## src/rtl/rsa_pkg.sv

```systemverilog
// Shared types and constants for the RSA modular-exponentiation controller.
package rsa_pkg;

  localparam int DATA_W          = 13;
  localparam int MOD_LIMIT_DEF   = 256;
  localparam int MOD_CNT_W_DEF   = 9;

  typedef enum logic [2:0] {
    IDLE,
    LOAD_E,
    LOAD_N,
    INIT,
    INIT_WAIT,
    MOD,
    MUL,
    DONE
  } state_t;

  localparam logic [1:0] CMD_ENCRYPT = 2'd0;
  localparam logic [1:0] CMD_LOAD_E  = 2'd1;
  localparam logic [1:0] CMD_LOAD_N  = 2'd2;

endpackage

```

## src/rtl/rsa_mod_watchdog.sv

```systemverilog
// Counts consecutive subtract cycles within one reduction and flags a runaway.
module rsa_mod_watchdog
  import rsa_pkg::*;
#(
  parameter int LIMIT = MOD_LIMIT_DEF,
  parameter int CNT_W = MOD_CNT_W_DEF
) (
  input  logic clk,
  input  logic rst_n,
  input  logic clear,
  input  logic inc,
  output logic expired
);

  logic [CNT_W-1:0] count;

  // NOTE: sequential state uses non-blocking assignments so every flop samples pre-edge values.
  always_ff @(posedge clk) begin
    if (!rst_n)     count <= '0;
    else if (clear) count <= '0;
    else if (inc)   count <= count + 1'b1;
  end

  // High while the pending increment would bring the count to LIMIT.
  assign expired = (count == CNT_W'(LIMIT - 1));

endmodule

```

## src/rtl/rsa_controller.sv

```systemverilog
// Command sequencer for the RSA datapath: loads e/n and runs square-and-reduce encryption.
module rsa_controller
  import rsa_pkg::*;
#(
  parameter int MOD_LIMIT = MOD_LIMIT_DEF,
  parameter int CNT_W     = MOD_CNT_W_DEF
) (
  input  logic              clk,
  input  logic              rst_n,
  input  logic              start,
  input  logic [1:0]        cmd,
  input  logic [DATA_W-1:0] data,
  input  logic              is_init_done,
  input  logic              is_multiplication_done,
  input  logic              is_mod_done,
  output logic              initialize,
  output logic              en_multiply,
  output logic              en_modulo,
  output logic              update_e,
  output logic              update_n,
  output logic              done,
  output logic              busy,
  output logic              result_valid,
  output logic              error
);

  state_t state_q, state_d;
  logic   rv_q, rv_d;
  logic   err_q, err_d;
  logic   e_zero_q, e_zero_d;
  logic   n_zero_q, n_zero_d;
  logic   wd_expired;

  rsa_mod_watchdog #(
    .LIMIT (MOD_LIMIT),
    .CNT_W (CNT_W)
  ) u_watchdog (
    .clk     (clk),
    .rst_n   (rst_n),
    .clear   (state_q != MOD),
    .inc     (state_q == MOD && !is_mod_done),
    .expired (wd_expired)
  );

  always_ff @(posedge clk) begin
    if (!rst_n) begin
      state_q  <= IDLE;
      rv_q     <= 1'b0;
      err_q    <= 1'b0;
      e_zero_q <= 1'b0;
      n_zero_q <= 1'b0;
    end else begin
      state_q  <= state_d;
      rv_q     <= rv_d;
      err_q    <= err_d;
      e_zero_q <= e_zero_d;
      n_zero_q <= n_zero_d;
    end
  end

  // NOTE: every output of this block is defaulted first so no path can infer a latch.
  always_comb begin
    state_d     = state_q;
    rv_d        = rv_q;
    err_d       = err_q;
    e_zero_d    = e_zero_q;
    n_zero_d    = n_zero_q;
    initialize  = 1'b0;
    en_multiply = 1'b0;
    en_modulo   = 1'b0;
    update_e    = 1'b0;
    update_n    = 1'b0;
    done        = 1'b0;

    case (state_q)
      IDLE: begin
        if (start) begin
          rv_d = 1'b0;
          case (cmd)
            CMD_LOAD_E: begin
              state_d = LOAD_E;
              err_d   = 1'b0;
            end
            CMD_LOAD_N: begin
              state_d = LOAD_N;
              err_d   = 1'b0;
            end
            CMD_ENCRYPT: begin
              // A zero exponent or modulus would never terminate the datapath loop.
              if (e_zero_q || n_zero_q) begin
                err_d = 1'b1;
              end else begin
                state_d = INIT;
                err_d   = 1'b0;
              end
            end
            default: err_d = 1'b1;
          endcase
        end
      end
      LOAD_E: begin
        update_e = 1'b1;
        e_zero_d = (data == '0);
        state_d  = IDLE;
      end
      LOAD_N: begin
        update_n = 1'b1;
        n_zero_d = (data == '0);
        state_d  = IDLE;
      end
      INIT: begin
        initialize = 1'b1;
        state_d    = INIT_WAIT;
      end
      INIT_WAIT: begin
        if (is_init_done) state_d = MOD;
      end
      MOD: begin
        en_modulo = !is_mod_done;
        if (is_mod_done) begin
          state_d = is_multiplication_done ? DONE : MUL;
        end else if (wd_expired) begin
          err_d   = 1'b1;
          state_d = IDLE;
        end
      end
      MUL: begin
        en_multiply = 1'b1;
        state_d     = MOD;
      end
      DONE: begin
        done    = 1'b1;
        rv_d    = 1'b1;
        state_d = IDLE;
      end
      default: state_d = IDLE;
    endcase
  end

  assign busy         = (state_q != IDLE);
  assign result_valid = rv_q;
  assign error        = err_q;

endmodule
```

## config.mk

```make
export PLATFORM = sky130hd
export DESIGN_NAME = rsa_controller
export DESIGN_NICKNAME = d
export VERILOG_FILES = /design/src/rtl/rsa_pkg.sv /design/src/rtl/rsa_mod_watchdog.sv /design/src/rtl/rsa_controller.sv
export SDC_FILE = /design/constraint.sdc
export NUM_CORES = 1
export LEC_CHECK = 0
export ABC_AREA = 1
export CORE_MARGIN = 3
export CORE_UTILIZATION = 48
export CTS_CLUSTER_DIAMETER = 60
export DETAILED_ROUTE_END_ITERATION = 10
export HOLD_SLACK_MARGIN = 0.12
export PLACE_DENSITY = 0.82
export RECOVER_POWER = 25
export REMOVE_ABC_BUFFERS = 1
export SLEW_MARGIN = 30
export SYNTH_ARGS = -nofsm -noshare
export SYNTH_HDL_FRONTEND = slang
export SYNTH_HIERARCHICAL = 1
export SYNTH_SLANG_ARGS = --single-unit
```

## constraint.sdc

```tcl
create_clock -name clk -period 4.4 [get_ports clk]
set_clock_uncertainty 0.15 [all_clocks]
set_input_delay 0.44 -clock clk [delete_from_list [all_inputs] [get_ports clk]]
set_output_delay 0.44 -clock clk [all_outputs]
set_load 0.05 [all_outputs]
```

After elaboration in Yosys (flattened, before gate mapping)
Index checks and enable logic that the tools add are counted.

cells by class
  mux-type cells = 22
  add/sub/neg operators = 1
  equal/unequal tests = 18
  bitwise logic cells = 1
  reductions and logical operators = 15

operators with widths
  cell                 number
  $pmux 3 s6           1
  $mux 3               5
  $logic_not 13->1     1
  $eq 3x3->1 const B   4
  $mux 1               12
  $add 9x1->9 const B  1
  $eq 9x8->1 const B   1
  $pmux 3 s3           1
  $eq 3x2->1 const B   2
  $ne 2x2->1 const B   3
  $ne 3x3->1 const B   2
  $pmux 1 s2           3
  $reduce_and 5->1     1
  $ne 4x1->1 const B   1
  $reduce_and 4->1     1
  $reduce_bool 2->1    2
  $reduce_or 2->1      2
  $eq 3x1->1 const B   1
  $logic_not 3->1      1
  $ne 3x2->1 const B   1
  $reduce_bool 3->1    1
  $reduce_or 3->1      1
  $eq 2x1->1 const B   1
  $eq 2x2->1 const B   1
  other kinds (7)      7

word-level totals
  register bits after elaboration = 16
  output and inout port bits = 9

Longest topological paths before layout
  depth in word-level cells = 5
  mapped depth = 14
  depth with buffers taken out = 14

Cells and area by module
The synthesis kept the hierarchy.

modules (own cells, without submodules)
  module            times used  cells each  area each (sq um)  sequential area each (sq um)
  rsa_controller    1           86          498.0              140.1
  rsa_mod_watchdog  1           61          451.7              180.2

Least setup slack after synthesis
Ideal clock, no wire load.

  kind = register -> output
  start = reg state_q[0]
  end = out done
  path slack = 2212 ps
  arrival = 1598 ps
  stages on the path, launching flop included = 3
  required time = 3810 ps
  cells stage by stage = dfxtp_1 -> inv_1 -> nor3_1

between the ends
  cells in the longest elaborated chain, start to end = 2

RTL lines
  element                 RTL line              text
  from (decl)             rsa_controller.sv:27  state_t state_q, state_d;
  from (signal assigned)  rsa_controller.sv:53  state_q <= state_d;
  $eq 3x3->1              rsa_controller.sv:75  case (state_q)
  $mux 1                  rsa_controller.sv:75
  to (decl)               rsa_controller.sv:21  output logic done,

No other way between the ends.

Worst setup path after layout
  start = reg state_q[2]
  end = out en_modulo

between the ends
  cells in the longest elaborated chain, start to end = 2

RTL lines
  element     RTL line              text
  $eq 3x3->1  rsa_controller.sv:75
  $mux 1      rsa_controller.sv:75
  to (decl)   rsa_controller.sv:18  output logic en_modulo,

No other way between the ends.

==> out/summary.txt <==
Synth area leaders - dfxtp_1, nand2_1, inv_1
GRT Overall Usage - 18.4%
Initial DRC count - 47
Gr ovfl total - 0
Area Overhead vs Synth - 37.2%
Initial DRT Pass Iterations - 5
RSZ-0062 raised after global routing - no
Wire per inst - 10.7 um
Sequential share of the synthesized area - 33.7%
Count of cell types in the netlist - 18
Layout cells sized above 1 - 8.89%
Crit. End Element - primary output
# DRC - 0
Switching power of the nets - 262 uW
Port Buffer Count - 29
Vias per inst - 5.02
Leading area contributor after synthesis - dfxtp_1
Clock sink total - 16
Critical path required time - 3.81 ns
Final hold viol count - 0
Crit Path Max Fanout - 12
Post-layout net count - 206
Die ar. - 2550 um2
DP Wirelength - 1780 um
CTS tree - done
Vias in the first global route - 863
Status - finished clean
Clock Path Buffers - 2
First-pass GRT wire length - 3660 um
DRT antenna net count - 0
FMAX - 0.373 GHz
Final period util - 61.0%
Reg-to-reg critical path startpoint - u_watchdog/count[0]
Syn. warnings - 6
ANT cells - 0
Endpoints failing setup - 0
Root buffer cell - clkbuf_4
Num CTS Buffers - 3
Switch share - 45.3%
Skew-Pair Late Insertion Delay - 0.29 ns
Post-synth top area share - 33.7%
Max Transition Viols Final - 0
Core Rows - 15
Routed wire length - 2180 um
CP arrival - 2.09 ns
Slew Limit Headroom - 65.9%
Pint - 317 uW
Initial Utilization - 52.7%
CTS Hold Bufs - 0
Worst vdd ir - 321 uV
Postcts setup bufs - 0
Setup TNS Final - 0 ns
Clock power frac - 16.5%
Worst Tran Pin Value - 0.511 ns
Initial antenna violation count - 0
R2R Setup Slk - 2.48 ns
Register share of total power - 32.2%
Hold WC Path Type - flop to flop
Combinational Power Share - 51.3%
Hold wc startpoint - result_valid
MaxCap Viol Count - 0
Via count - 1029
Fin crit period - 2.68 ns
Seq cells post-synth - 16
Leakage - 0.000556 uW
CP Class - flop to primary output
Power per cell area - 444 nW/um2
Placer Congestion - 0.917
Worst Hold End - result_valid
Largest net degree at the start of global routing - 13
Startpoint Class - flop
Fin util - 72.3%
Syn Inst Count - 147
Core region area - 1800 um2
Syn Area/Cell - 6.46 um2
H-tree lvl count - 1
Synthesized area - 950 um2
Die X-Extent - 50.5 um
WHS Path Cells - 2
Worst R2R End - state_q[1]
Io pins - 30
Post-CTS resize count - 0
Die extent in y - 50.5 um
Clock-pin slew on the worst setup and hold paths - 0.09 ns
Worst Reg-to-Reg Cells - 12
-- state kept, by name, summed over array words and instances, names as in the netlist --
signal            cells
e_zero_q              1
state_q               3
result_valid          1
n_zero_q              1
error                 1
u_watchdog/count      9
-- how the worst max path moves through the flow --
stage / end / startpoint / slack (ns)
after global routing: en_modulo / state_q[2] / 1.61
after CTS: en_modulo / state_q[2] / 1.71
after floorplan: u_watchdog/count[7] / state_q[2] / 1.92
after global placement: en_modulo / is_mod_done / 1.81
final: en_modulo / state_q[2] / 1.72
after detailed placement: en_modulo / is_mod_done / 1.81
-- layer usage --
metal / part of all wire (%) / track usage, % / vias up
li1: - / - / 544
met1: 46 / 23.8 / 449
met2: 48 / 29.8 / 34
met3: 6.0 / 5.64 / 2
met4: 0.37 / 4.93 / 0
met5: 0 / 0 / -
-- power groups by stage --
| stage | Combinational (uW) | Sequential [uW] | Clock [uW] |
|---|---|---|---|
| after global routing | 325 | 189 | 106 |
| after detailed placement | 298 | 190 | 0 |
| after floorplan | 191 | 203 | 0 |
| after global placement | 294 | 188 | 0 |
| final | 297 | 186 | 95.6 |
| after CTS | 298 | 186 | 99.9 |
-- synthesized netlist by cell type --
cell / number
nand2_1: 29
inv_1: 22
nor2_1: 20
dfxtp_1: 16
a21oi_1: 10
o21ai_0: 10
nand3_1: 9
nor3_1: 7
nor2_2: 5
ha_1: 4
nand4_1: 4
inv_2: 3
nand2_2: 2
nand3_2: 2
buf_4: 1
nor2_4: 1
nor3b_1: 1
nor4_1: 1
-- cell type report --
class	instances	area, um2
clock buffers	4	36.3
fillers	154	499
inverters	25	93.8
multi-input cells	105	523
flip-flops and latches	16	320
well taps	25	31.3
repair buffers	30	298
-- per-stage QoR --
stage	total power [uW]	std cells	area, um2	hold WS (ns)	worst slack, ns
floorplan	394	146	942	0.293	1.92
detailed placement	488	201	1270	0.318	1.81
global route	620	205	1300	0.376	1.61
global placement	482	201	1270	0.305	1.81
CTS	584	205	1310	0.332	1.71
finish	579	205	1300	0.327	1.72
-- layout by cell type, fill, tap and decap left out, types with 4 or more instances in the layout --
master and count:
clkdlybuf4s50_1 27, inv_1 22, ha_1 4, a21oi_1 10, nand2_1 29, nor2_1 22, nand3_1 9, nand4_1 4
nor3_1 7, o21ai_0 10, dfxtp_1 16
-- worst max-delay path, stage by stage (launching register included) --
cell	delay, ns
dfxtp_1	0.48
nand3_1	0.20
nor2_1	0.13
buf_4	0.18
clkdlybuf4s50_1	0.82
-- logic make-up after synthesis --
family / synth area share [%]
simple gates: 39.8
buf+inv: 10.7
compound gates: 10.5
flops: 33.7
fa+ha+maj: 5.27
Power figures use the tool's default switching activity.
